File: config.mk
export PLATFORM = sky130hd
export DESIGN_NAME = hazard_forward_unit
export DESIGN_NICKNAME = d
export VERILOG_FILES = /design/src/rtl/hazard_forward_unit_pkg.sv /design/src/rtl/hazard_forward_unit_fwd_src_select.sv /design/src/rtl/hazard_forward_unit.sv
export SDC_FILE = /design/constraint.sdc
export NUM_CORES = 1
export LEC_CHECK = 0
export ABC_AREA = 1
export CAP_MARGIN = 30
export CORE_MARGIN = 2
export CORE_UTILIZATION = 46
export CTS_CLUSTER_DIAMETER = 40
export DETAILED_ROUTE_END_ITERATION = 12
export PLACE_DENSITY = 0.78
export REMOVE_ABC_BUFFERS = 1
export SYNTH_ARGS = -nofsm -noshare
export SYNTH_HDL_FRONTEND = slang
export SYNTH_HIERARCHICAL = 1
export SYNTH_SLANG_ARGS = --single-unit
File: constraint.sdc
create_clock -name clk -period 1.6 [get_ports clk]
set_clock_uncertainty 0.15 [all_clocks]
set_input_delay 0.48 -clock clk [delete_from_list [all_inputs] [get_ports clk]]
set_output_delay 0.48 -clock clk [all_outputs]
set_load 0.01 [all_outputs]
File: src/rtl/hazard_forward_unit_pkg.sv
// Shared types for the hazard/forwarding slice of the LC-3b pipeline.
//   lc3b_fwd_sel  : EX-stage operand mux select (register file, MEM/WB, EX/MEM)
//   lc3b_hz_state : load-use stall FSM states
package hazard_forward_unit_pkg;

  typedef enum logic [1:0] {
    FWD_RF    = 2'b00,
    FWD_MEMWB = 2'b01,
    FWD_EXMEM = 2'b10
  } lc3b_fwd_sel;

  typedef enum logic {
    HZ_RUN    = 1'b0,
    HZ_BUBBLE = 1'b1
  } lc3b_hz_state;

  // Width of the internal bubble counter; holds up to 7 bubbles.
  localparam int BCNT_W = 3;

endpackage

File: src/rtl/hazard_forward_unit_fwd_src_select.sv
// Forwarding select for one EX-stage source operand.
// Ports:
//   src, src_needed                       : operand register specifier and its use flag
//   ex_mem_v/dr/dr_needed/is_load         : EX/MEM producer
//   mem_wb_v/dr/dr_needed                 : MEM/WB producer
//   sel                                   : 2-bit mux select (lc3b_fwd_sel encoding)
//   m_ex                                  : operand matches the EX/MEM destination
module fwd_src_select
  import hazard_forward_unit_pkg::*;
#(
  parameter int REG_W = 3
) (
  input  logic [REG_W-1:0] src,
  input  logic             src_needed,
  input  logic             ex_mem_v,
  input  logic [REG_W-1:0] ex_mem_dr,
  input  logic             ex_mem_dr_needed,
  input  logic             ex_mem_is_load,
  input  logic             mem_wb_v,
  input  logic [REG_W-1:0] mem_wb_dr,
  input  logic             mem_wb_dr_needed,
  output logic [1:0]       sel,
  output logic             m_ex
);

  logic        m_ex_s;
  logic        m_wb_s;
  lc3b_fwd_sel sel_s;

  // Producer matching and priority: youngest producer wins, loads in EX/MEM are not forwardable.
  always_comb begin
    m_ex_s = ex_mem_v && ex_mem_dr_needed && src_needed && (ex_mem_dr == src);
    m_wb_s = mem_wb_v && mem_wb_dr_needed && src_needed && (mem_wb_dr == src);
    if (m_ex_s && !ex_mem_is_load) begin
      sel_s = FWD_EXMEM;
    end else if (m_wb_s) begin
      sel_s = FWD_MEMWB;
    end else begin
      sel_s = FWD_RF;
    end
  end

  assign sel  = sel_s;
  assign m_ex = m_ex_s;

endmodule

File: src/rtl/hazard_forward_unit.sv
// EX-stage operand forwarding and load-use hazard control.
// Ports:
//   clk, reset (async, active-high), advance, flush
//   id_ex_*  : consumer in ID/EX (valid, packed source specifiers, use flags)
//   ex_mem_* : producer in EX/MEM (valid, dest, writes-dest, is-load)
//   mem_wb_* : producer in MEM/WB (valid, dest, writes-dest)
//   clear_counters : synchronous clear of both perf counters
//   fwd_sel  : per-source select, src i at [2i +: 2]
//   stall    : freeze front end / ID/EX and bubble EX/MEM
//   stall_cycles, fwd_events : saturating performance counters
module hazard_forward_unit
  import hazard_forward_unit_pkg::*;
#(
  parameter int REG_W            = 3,
  parameter int NUM_SRC          = 2,
  parameter int LOAD_USE_BUBBLES = 1,
  parameter int CNT_W            = 16
) (
  input  logic                     clk,
  input  logic                     reset,
  input  logic                     advance,
  input  logic                     flush,
  input  logic                     id_ex_v,
  input  logic [NUM_SRC*REG_W-1:0] id_ex_src,
  input  logic [NUM_SRC-1:0]       id_ex_src_needed,
  input  logic                     ex_mem_v,
  input  logic [REG_W-1:0]         ex_mem_dr,
  input  logic                     ex_mem_dr_needed,
  input  logic                     ex_mem_is_load,
  input  logic                     mem_wb_v,
  input  logic [REG_W-1:0]         mem_wb_dr,
  input  logic                     mem_wb_dr_needed,
  input  logic                     clear_counters,
  output logic [2*NUM_SRC-1:0]     fwd_sel,
  output logic                     stall,
  output logic [CNT_W-1:0]         stall_cycles,
  output logic [CNT_W-1:0]         fwd_events
);

  // The hazard cycle in RUN is itself the first bubble, so BUBBLE covers the rest.
  localparam logic [BCNT_W-1:0] BCNT_INIT = BCNT_W'(LOAD_USE_BUBBLES - 1);
  localparam logic [CNT_W-1:0]  CNT_MAX   = {CNT_W{1'b1}};
  localparam logic [CNT_W-1:0]  CNT_ONE   = CNT_W'(1);

  lc3b_hz_state      state_r;
  logic [BCNT_W-1:0] bcnt_r;
  logic [CNT_W-1:0]  stall_cycles_r;
  logic [CNT_W-1:0]  fwd_events_r;
  logic [NUM_SRC-1:0] m_ex_s;
  logic              hazard_s;
  logic              stall_s;
  logic              any_fwd_s;

  for (genvar i = 0; i < NUM_SRC; i++) begin : g_src
    fwd_src_select #(.REG_W(REG_W)) u_sel (
      .src              (id_ex_src[i*REG_W +: REG_W]),
      .src_needed       (id_ex_src_needed[i]),
      .ex_mem_v         (ex_mem_v),
      .ex_mem_dr        (ex_mem_dr),
      .ex_mem_dr_needed (ex_mem_dr_needed),
      .ex_mem_is_load   (ex_mem_is_load),
      .mem_wb_v         (mem_wb_v),
      .mem_wb_dr        (mem_wb_dr),
      .mem_wb_dr_needed (mem_wb_dr_needed),
      .sel              (fwd_sel[2*i +: 2]),
      .m_ex             (m_ex_s[i])
    );
  end

  assign hazard_s  = id_ex_v && ex_mem_is_load && (|m_ex_s);
  assign any_fwd_s = |fwd_sel;

  // Stall decode; flush cancels any stall in the same cycle.
  always_comb begin
    stall_s = 1'b0;
    if (flush) begin
      stall_s = 1'b0;
    end else begin
      case (state_r)
        HZ_RUN:    stall_s = hazard_s;
        HZ_BUBBLE: stall_s = 1'b1;
        default:   stall_s = 1'b0;
      endcase
    end
  end

  // Load-use FSM; only advancing cycles count as bubbles.
  always_ff @(posedge clk or posedge reset) begin
    if (reset) begin
      state_r <= HZ_RUN;
      bcnt_r  <= '0;
    end else if (flush) begin
      state_r <= HZ_RUN;
      bcnt_r  <= '0;
    end else begin
      case (state_r)
        HZ_RUN: begin
          if (hazard_s && advance && (LOAD_USE_BUBBLES > 1)) begin
            state_r <= HZ_BUBBLE;
            bcnt_r  <= BCNT_INIT;
          end else begin
            state_r <= HZ_RUN;
            bcnt_r  <= bcnt_r;
          end
        end
        HZ_BUBBLE: begin
          if (advance) begin
            if (bcnt_r == BCNT_W'(1)) begin
              state_r <= HZ_RUN;
            end else begin
              state_r <= HZ_BUBBLE;
            end
            bcnt_r <= bcnt_r - BCNT_W'(1);
          end else begin
            state_r <= state_r;
            bcnt_r  <= bcnt_r;
          end
        end
        default: begin
          state_r <= HZ_RUN;
          bcnt_r  <= '0;
        end
      endcase
    end
  end

  // Saturating performance counters; clear wins over increment.
  always_ff @(posedge clk or posedge reset) begin
    if (reset) begin
      stall_cycles_r <= '0;
      fwd_events_r   <= '0;
    end else if (clear_counters) begin
      stall_cycles_r <= '0;
      fwd_events_r   <= '0;
    end else begin
      if (stall_s && advance && (stall_cycles_r != CNT_MAX)) begin
        stall_cycles_r <= stall_cycles_r + CNT_ONE;
      end else begin
        stall_cycles_r <= stall_cycles_r;
      end
      if (advance && id_ex_v && any_fwd_s && (fwd_events_r != CNT_MAX)) begin
        fwd_events_r <= fwd_events_r + CNT_ONE;
      end else begin
        fwd_events_r <= fwd_events_r;
      end
    end
  end

  assign stall        = stall_s;
  assign stall_cycles = stall_cycles_r;
  assign fwd_events   = fwd_events_r;

endmodule

==> results of run 1 <==
==> path summary, 6_finish.rpt <==
| path | end | cells after the start |
|---|---|---|
| max | stall | 12 |
| min in group clk | bcnt_r[2] | 2 |
| max in group asynchronous | fwd_events[5] | 3 |
| max reg2reg | fwd_events[15] | 10 |
| min | state_r | 3 |
| min reg2reg | bcnt_r[2] | 2 |
==> layer usage <==
layer  GRT usage (%)  vias up
li1                -     1596
met1            31.8     1647
met2            49.3      181
met3            5.06       48
met4            8.47        0
met5               0        -
==> cell type report <==
type	count	area share (%)
clock inverter	2	0.782
clock buffer	6	1.62
multi-input combinational	311	38.9
tap	72	2.01
timing repair buffer	155	30.3
sequential	36	20.2
inverter	69	6.17
==> through the flow <==
stage / TNS [ns] / setup slack [ns] / hold WS, ns / power [mW]
6_report: -13.48 / -0.458 / 0.376 / 2.08
5_1_grt: -15.84 / -0.521 / 0.396 / 2.14
4_1_cts: -7.64 / -0.383 / 0.394 / 2.01
3_5_place_dp: -42.17 / -1.29 / 0.378 / 1.20
3_3_place_gp: -39.16 / -1.25 / 0.364 / 1.19
2_1_floorplan: -11.54 / -0.523 / 0.336 / 1.04
==> Yosys cell counts, drive strengths merged <==
master	n	area, um2
xnor2	3	26.3
o21bai	3	22.5
a211oi	1	7.51
a31oi	1	6.26
buf	3	23.8
ha	4	50.1
clkbuf	2	7.51
dfrtp	36	901
or2	1	6.26
xor2	11	96.3
nor3	1	10.0
nor2	46	254
nand4	9	56.3
inv	69	259
nand3b	8	60.1
o21ai	7	35.0
nand2	183	714
nand3	29	155
a21oi	3	15.0
==> power by group <==
part           total (mW)  leakage (nW)  switching, mW  internal, mW
Combinational       0.346          1.90          0.192         0.153
Clock               0.823        0.0552          0.360         0.464
Sequential          0.910         0.495       0.000358         0.909
==> state kept, by name (all words and copies together), names as in the netlist <==
register      cells
bcnt_r            3
stall_cycles     16
fwd_events       16
state_r           1
==> logic make-up (layout without fill, tap and decap cells) <==
family                     after synthesis  after routing  synth area share [%]
and+or+nand+nor                        277            278                  46.4
AOI/OAI and AO/OA                       15             15                  3.19
xor gates and xnor gates                14             14                  4.53
DFF                                     36             36                  33.3
adders and majority gates                4              4                  1.85
buffers and inverters                   74            232                  10.7
==> worst register-to-register path, stage by stage (launching register included) <==
cell,delay [ns]
dfrtp_1,0.36
ha_1,0.20
nand3_1,0.13
inv_1,0.11
nand2_1,0.11
nor2_1,0.23
nor2_4,0.08
nor2_4,0.21
buf_12,0.16
nand2_1,0.06
nand2_1,0.06
==> timing repair <==
| action | in CTS | in global routing |
|---|---|---|
| gates resized for setup | 218 | 93 |
| endpoints found under the setup margin | 69 | 54 |
| buffers inserted | 20 | 9 |
| gates cloned | 2 | 1 |
| pin swaps | 33 | 48 |
==> reports/qor.yml, run 1 <==
status: "finished, violations left"
failed_checks: "negative setup slack"
drt-total-wl_um: 10100
ys_types: 27
crit_path_end_kind: "output pin"
setup_viol: 37
wl_met3_um: 727
core_um2: 5610
crit_required_ns: 0.97
critPathTopFamily: "simple AND/OR/NAND/NOR gates"
gp_congestion: 0.900
die_x_um: 80.7
diodes: 0
first_global_vias: 3142
p_leak_nw: 2.45
place_inst: 612
nets: 607
crit_chain: "buf_8, inv_4, nand2_2, nand2_2, nor2_4, nand2_1, inv_1, inv_1, nand2_2, nand2_2, a21oi_2, buf_2"
finalNonFillerCells: 651
clock_latency_ns: 0.29
met1_length_um: 3770
dieArea_um2: 6510
final_antenna_net_count: 0
cp_num_buf_inv: 5
register_area_um2: 907
yosysWarnings: 6
final_layout_size_suffix_gt1_share_pct: 41.8
htree_levels: 2
nFillCells: 369
cts_hold_buf: 0
finalHoldViolCount: 0
slew_headroom_pct: 82.6
antenna_found_initial: 0
viasPerCell: 5.33
clk_path_buf_depth: 2
syn_inst: 420
worst_path_most_repeated_cell: "nand2_2"
highest-signal-layer: "met4"
row_count: 27
hold_path_class: "input port to async pin"
cp-start-kind: "input port"
fin_crit_sh_pct: 129
chipHeight_um: 80.7
grt_pass1_wl_um: 13800
setup_slack_ns: -0.458
place_hpwl_um: 5610
critPathMaxStageDelay_ns: 0.13
clock-sinks: 36
io_pins: 62
worstPathMaxFanout: 4
min_period_ns: 2.06
grt_remaining_overflow: 0
drc_errors: 0
layout_commonest_cell: "nand2_1"
crit_type: "input port to output pin"
rsz0062_at_grt: "true"
io_buffer_count: 61
maxSlewViolCount: 0
first_pass_iters: 5
drtIter0Drc: 259
grt_usage_pct: 27.0
grt_start_max_net_pins: 37
critical_path.startpoint: "ex_mem_dr[0]"
design_area_um2: 4480
r2r_slack_ns: -0.33
syn_to_final_growth_pct: 65.6
powerDensity_nw_per_um2: 464
syn_area_um2: 2710
cts_tree: "built"
cp_data_arrival_time_ns: 1.43
initial_utilization_pct: 48.3
cts_buffers: 5
place_area_um2: 3880
multiInputGateArea_um2: 1740
final_core_utilization_pct: 79.9
ys_seq_area_share_pct: 33.3
via_count: 3472
vdd_drop_max_mv: 0.391
wl_per_cell_um: 15.5
timing.rr.start: "fwd_events[0]"
path_clk_slew_ns: 0.08
ys_seq_elements: 36
worstMarginPinSlew_ns: 0.260
maxCapViolations: 0
final_cell_mix: "138 x nand2_1, 75 x buf_4, 50 x inv_1, 42 x nand2_2"
cts_root_buf: "clkbuf_8"
timing.fmax_mhz: 486
dr_wl_met2_um: 5140
avgSynthCellArea_um2: 6.44
crit_path_top_delay_cell: "buf_2"
Note: power is estimated with default switching activity, not from simulation.
==> run 2: changes to the inputs <==
--- a/config.mk
+++ b/config.mk
@@ -6,12 +6,12 @@
 export NUM_CORES = 1
 export LEC_CHECK = 0
 export ABC_AREA = 1
-export CAP_MARGIN = 30
 export CORE_MARGIN = 2
 export CORE_UTILIZATION = 46
 export CTS_CLUSTER_DIAMETER = 40
 export DETAILED_ROUTE_END_ITERATION = 12
-export PLACE_DENSITY = 0.78
+export GPL_ROUTABILITY_DRIVEN = 0
+export PLACE_DENSITY = 0.88
 export REMOVE_ABC_BUFFERS = 1
 export SYNTH_ARGS = -nofsm -noshare
 export SYNTH_HDL_FRONTEND = slang
==> reports/qor.yml, run 2 (synthesized netlist as in run 1, its figures left out) <==
final_layout_size_suffix_gt1_share_pct: 40.9  # was 41.8%
grt_remaining_overflow: 0  # unchanged
status: "finished, violations left"  # unchanged
grt_pass1_wl_um: 15600  # was 13,800 um
via_count: 3548  # was 3,472
whs_ns: 0.360  # was 0.376 ns
clock-sinks: 36  # unchanged
crit_chain: "buf_8, inv_1, nand2_2, nand2_2, nor2_4, nand2_1, inv_1, inv_1, nand2_2, nand2_2, a21oi_2, buf_2"  # was buf_8, inv_4, nand2_2, nand2_2, nor2_4, nand2_1, inv_1, inv_1, nand2_2, nand2_2, a21oi_2, buf_2
grt_start_max_net_pins: 37  # unchanged
cts_hold_buf: 0  # unchanged
final_antenna_net_count: 0  # unchanged
timing.fmax_mhz: 462  # was 486 MHz
setup_slack_ns: -0.563  # was -0.458 ns
crit_required_ns: 0.97  # about the same
crit_path_end_kind: "output pin"  # unchanged
viasPerCell: 5.49  # was 5.33
p_switching_uw: 581  # was 552 uW
first_global_vias: 3510  # was 3,142
rsz0062_at_grt: "true"  # unchanged
clk_path_buf_depth: 2  # unchanged
io_buffer_count: 61  # unchanged
finalPower_mw: 2.20  # was 2.08 mW
crit_path_top_delay_cell: "a21oi_2"  # was buf_2
fin_crit_sh_pct: 135  # was 129%
io_pins: 62  # unchanged
nets: 602  # was 607
maxCapViolations: 0  # unchanged
dieArea_um2: 6510  # unchanged
final_cell_mix: "136 x nand2_1, 76 x buf_4, 50 x inv_1, 39 x nand2_2, 34 x dfrtp_1"  # was 138 x nand2_1, 75 x buf_4, 50 x inv_1, 42 x nand2_2
p_seq_share_pct: 41.4  # was 43.8%
chipHeight_um: 80.7  # unchanged
drtIter0Drc: 209  # was 259
cts_buffers: 5  # unchanged
layout_commonest_cell: "nand2_1"  # unchanged
wl_per_cell_um: 16.6  # was 15.5 um
switching_share_pct: 26.4  # was 26.6%
finalHoldViolCount: 0  # unchanged
comb_power_share_pct: 16.2  # was 16.6%
finalNonFillerCells: 646  # was 651
htree_levels: 2  # unchanged
hold_path_class: "input port to async pin"  # unchanged
cp_num_cells: 12  # unchanged
cts_root_buf: "clkbuf_8"  # unchanged
slew_headroom_pct: 80.8  # was 82.6%
initial_utilization_pct: 48.3  # unchanged
cts_tree: "built"  # unchanged
failed_checks: "negative setup slack"  # unchanged
cp-start-kind: "input port"  # unchanged
diodes: 0  # unchanged
worstPathMaxFanout: 4  # unchanged
clock_latency_ns: 0.31  # was 0.29 ns
nFillCells: 343  # was 369
powerDensity_nw_per_um2: 491  # was 464 nW/um2
critPathMaxStageDelay_ns: 0.17  # was 0.13 ns
critPathTopFamily: "simple AND/OR/NAND/NOR gates"  # unchanged
pwr-share-clk_pct: 42.4  # was 39.6%
path_clk_slew_ns: 0.09  # was 0.08 ns
r2r_slack_ns: -0.31  # was -0.33 ns
cp_num_buf_inv: 5  # unchanged
drt-total-wl_um: 10700  # was 10,100 um
place_inst: 612  # unchanged
first_pass_iters: 6  # was 5
vdd_drop_max_mv: 0.490  # was 0.391 mV
cp_data_arrival_time_ns: 1.53  # was 1.43 ns
rr_worst_depth: 9  # was 10
syn_to_final_growth_pct: 65.4  # was 65.6%
row_count: 27  # unchanged
place_hpwl_um: 5960  # was 5610 um
crit_type: "input port to output pin"  # unchanged
min_period_ns: 2.16  # was 2.06 ns
maxSlewViolCount: 0  # unchanged
worst_path_most_repeated_cell: "nand2_2"  # unchanged
die_x_um: 80.7  # unchanged
worstMarginPinSlew_ns: 0.287  # was 0.260 ns
p_int_mw: 1.62  # was 1.53 mW
setup_viol: 38  # was 37
drc_errors: 0  # unchanged
antenna_found_initial: 0  # unchanged
core_um2: 5610  # unchanged
grt_usage_pct: 31.2  # was 27.0%
p_leak_nw: 2.45  # about the same
## run 2: cell types whose count changed in the layout (fill, tap and decap cells not counted), sizes merged
| cell | previous run | this run |
|---|---|---|
| buf | 119 | 115 |
| clkdlybuf4s15 | 17 | 18 |
| clkinv | 1 | 0 |
| nor2 | 47 | 46 |
## run 2: layer usage
metal  vias up  routed length [um]  track usage, %
li1       1589                   -               -
met2       247                5280            57.9
met3        78                 886            7.30
met5         -                   0               0
met1      1634                3800            32.2
met4         0                 751            16.8
## run 2: cell type report
cell class                      instances  area, um2  area share (%)
Inverter                               69        287            6.40
Tap cell                               72       90.1            2.01
Timing Repair Buffer                  151       1310            29.3
Clock buffer                            7       96.3            2.15
Sequential cell                        36        903            20.2
Multi-Input combinational cell        310       1760            39.3
Clock inverter                          1       30.0           0.671
## run 2: through the flow
step           setup TNS [ns]  worst slack (ns)  utilization, %  area, um2
4_1_cts                 -8.21            -0.423            77.2       4330
6_report               -14.46            -0.563            79.8       4480
2_1_floorplan          -11.54            -0.523               -       2680
5_1_grt                -16.78            -0.620            79.8       4480
3_3_place_gp           -37.56             -1.26            69.4       3890
3_5_place_dp           -41.73             -1.42            69.4       3890
## run 2: path summary, 6_finish.rpt
kind / start / to
worst max-delay path: ex_mem_dr[0] / stall
worst min-delay path: reset / state_r
worst max register to register: fwd_events[0] / fwd_events[4]
worst min register to register: bcnt_r[2] / bcnt_r[2]
max in group asynchronous: reset / fwd_events[5]
min in group clk: bcnt_r[2] / bcnt_r[2]
## run 2: worst register-to-register path: stages (launching register included)
cell,delay (ns)
dfrtp_1,0.41
ha_1,0.24
nand3_1,0.13
inv_1,0.08
nand2_1,0.15
nor2_2,0.08
nor2_4,0.14
buf_6,0.17
nand3b_1,0.14
o21ai_1,0.14
## run 2: power groups by stage
stage / logic (mW) / registers, mW / clock network [mW]
finish: 0.357 / 0.910 / 0.932
global route: 0.376 / 0.910 / 0.959
CTS: 0.296 / 0.910 / 0.907
detailed placement: 0.268 / 0.928 / 0
global placement: 0.258 / 0.928 / 0
floorplan: 0.109 / 0.928 / 0
## run 2: what timing repair did
action,in CTS,in global routing
setup endpoints to repair,69,54
pin swaps,39,44
buffers inserted,25,6
resized for setup,228,89
==> run 3: changes to the inputs <==
--- a/config.mk
+++ b/config.mk
@@ -6,6 +6,7 @@
 export NUM_CORES = 1
 export LEC_CHECK = 0
 export ABC_AREA = 1
+export ABC_CLOCK_PERIOD_IN_PS = 1600
 export CORE_MARGIN = 2
 export CORE_UTILIZATION = 46
 export CTS_CLUSTER_DIAMETER = 40
==> results of run 3 <==
Final layout, timing and power as in run 2 (identical DEF).
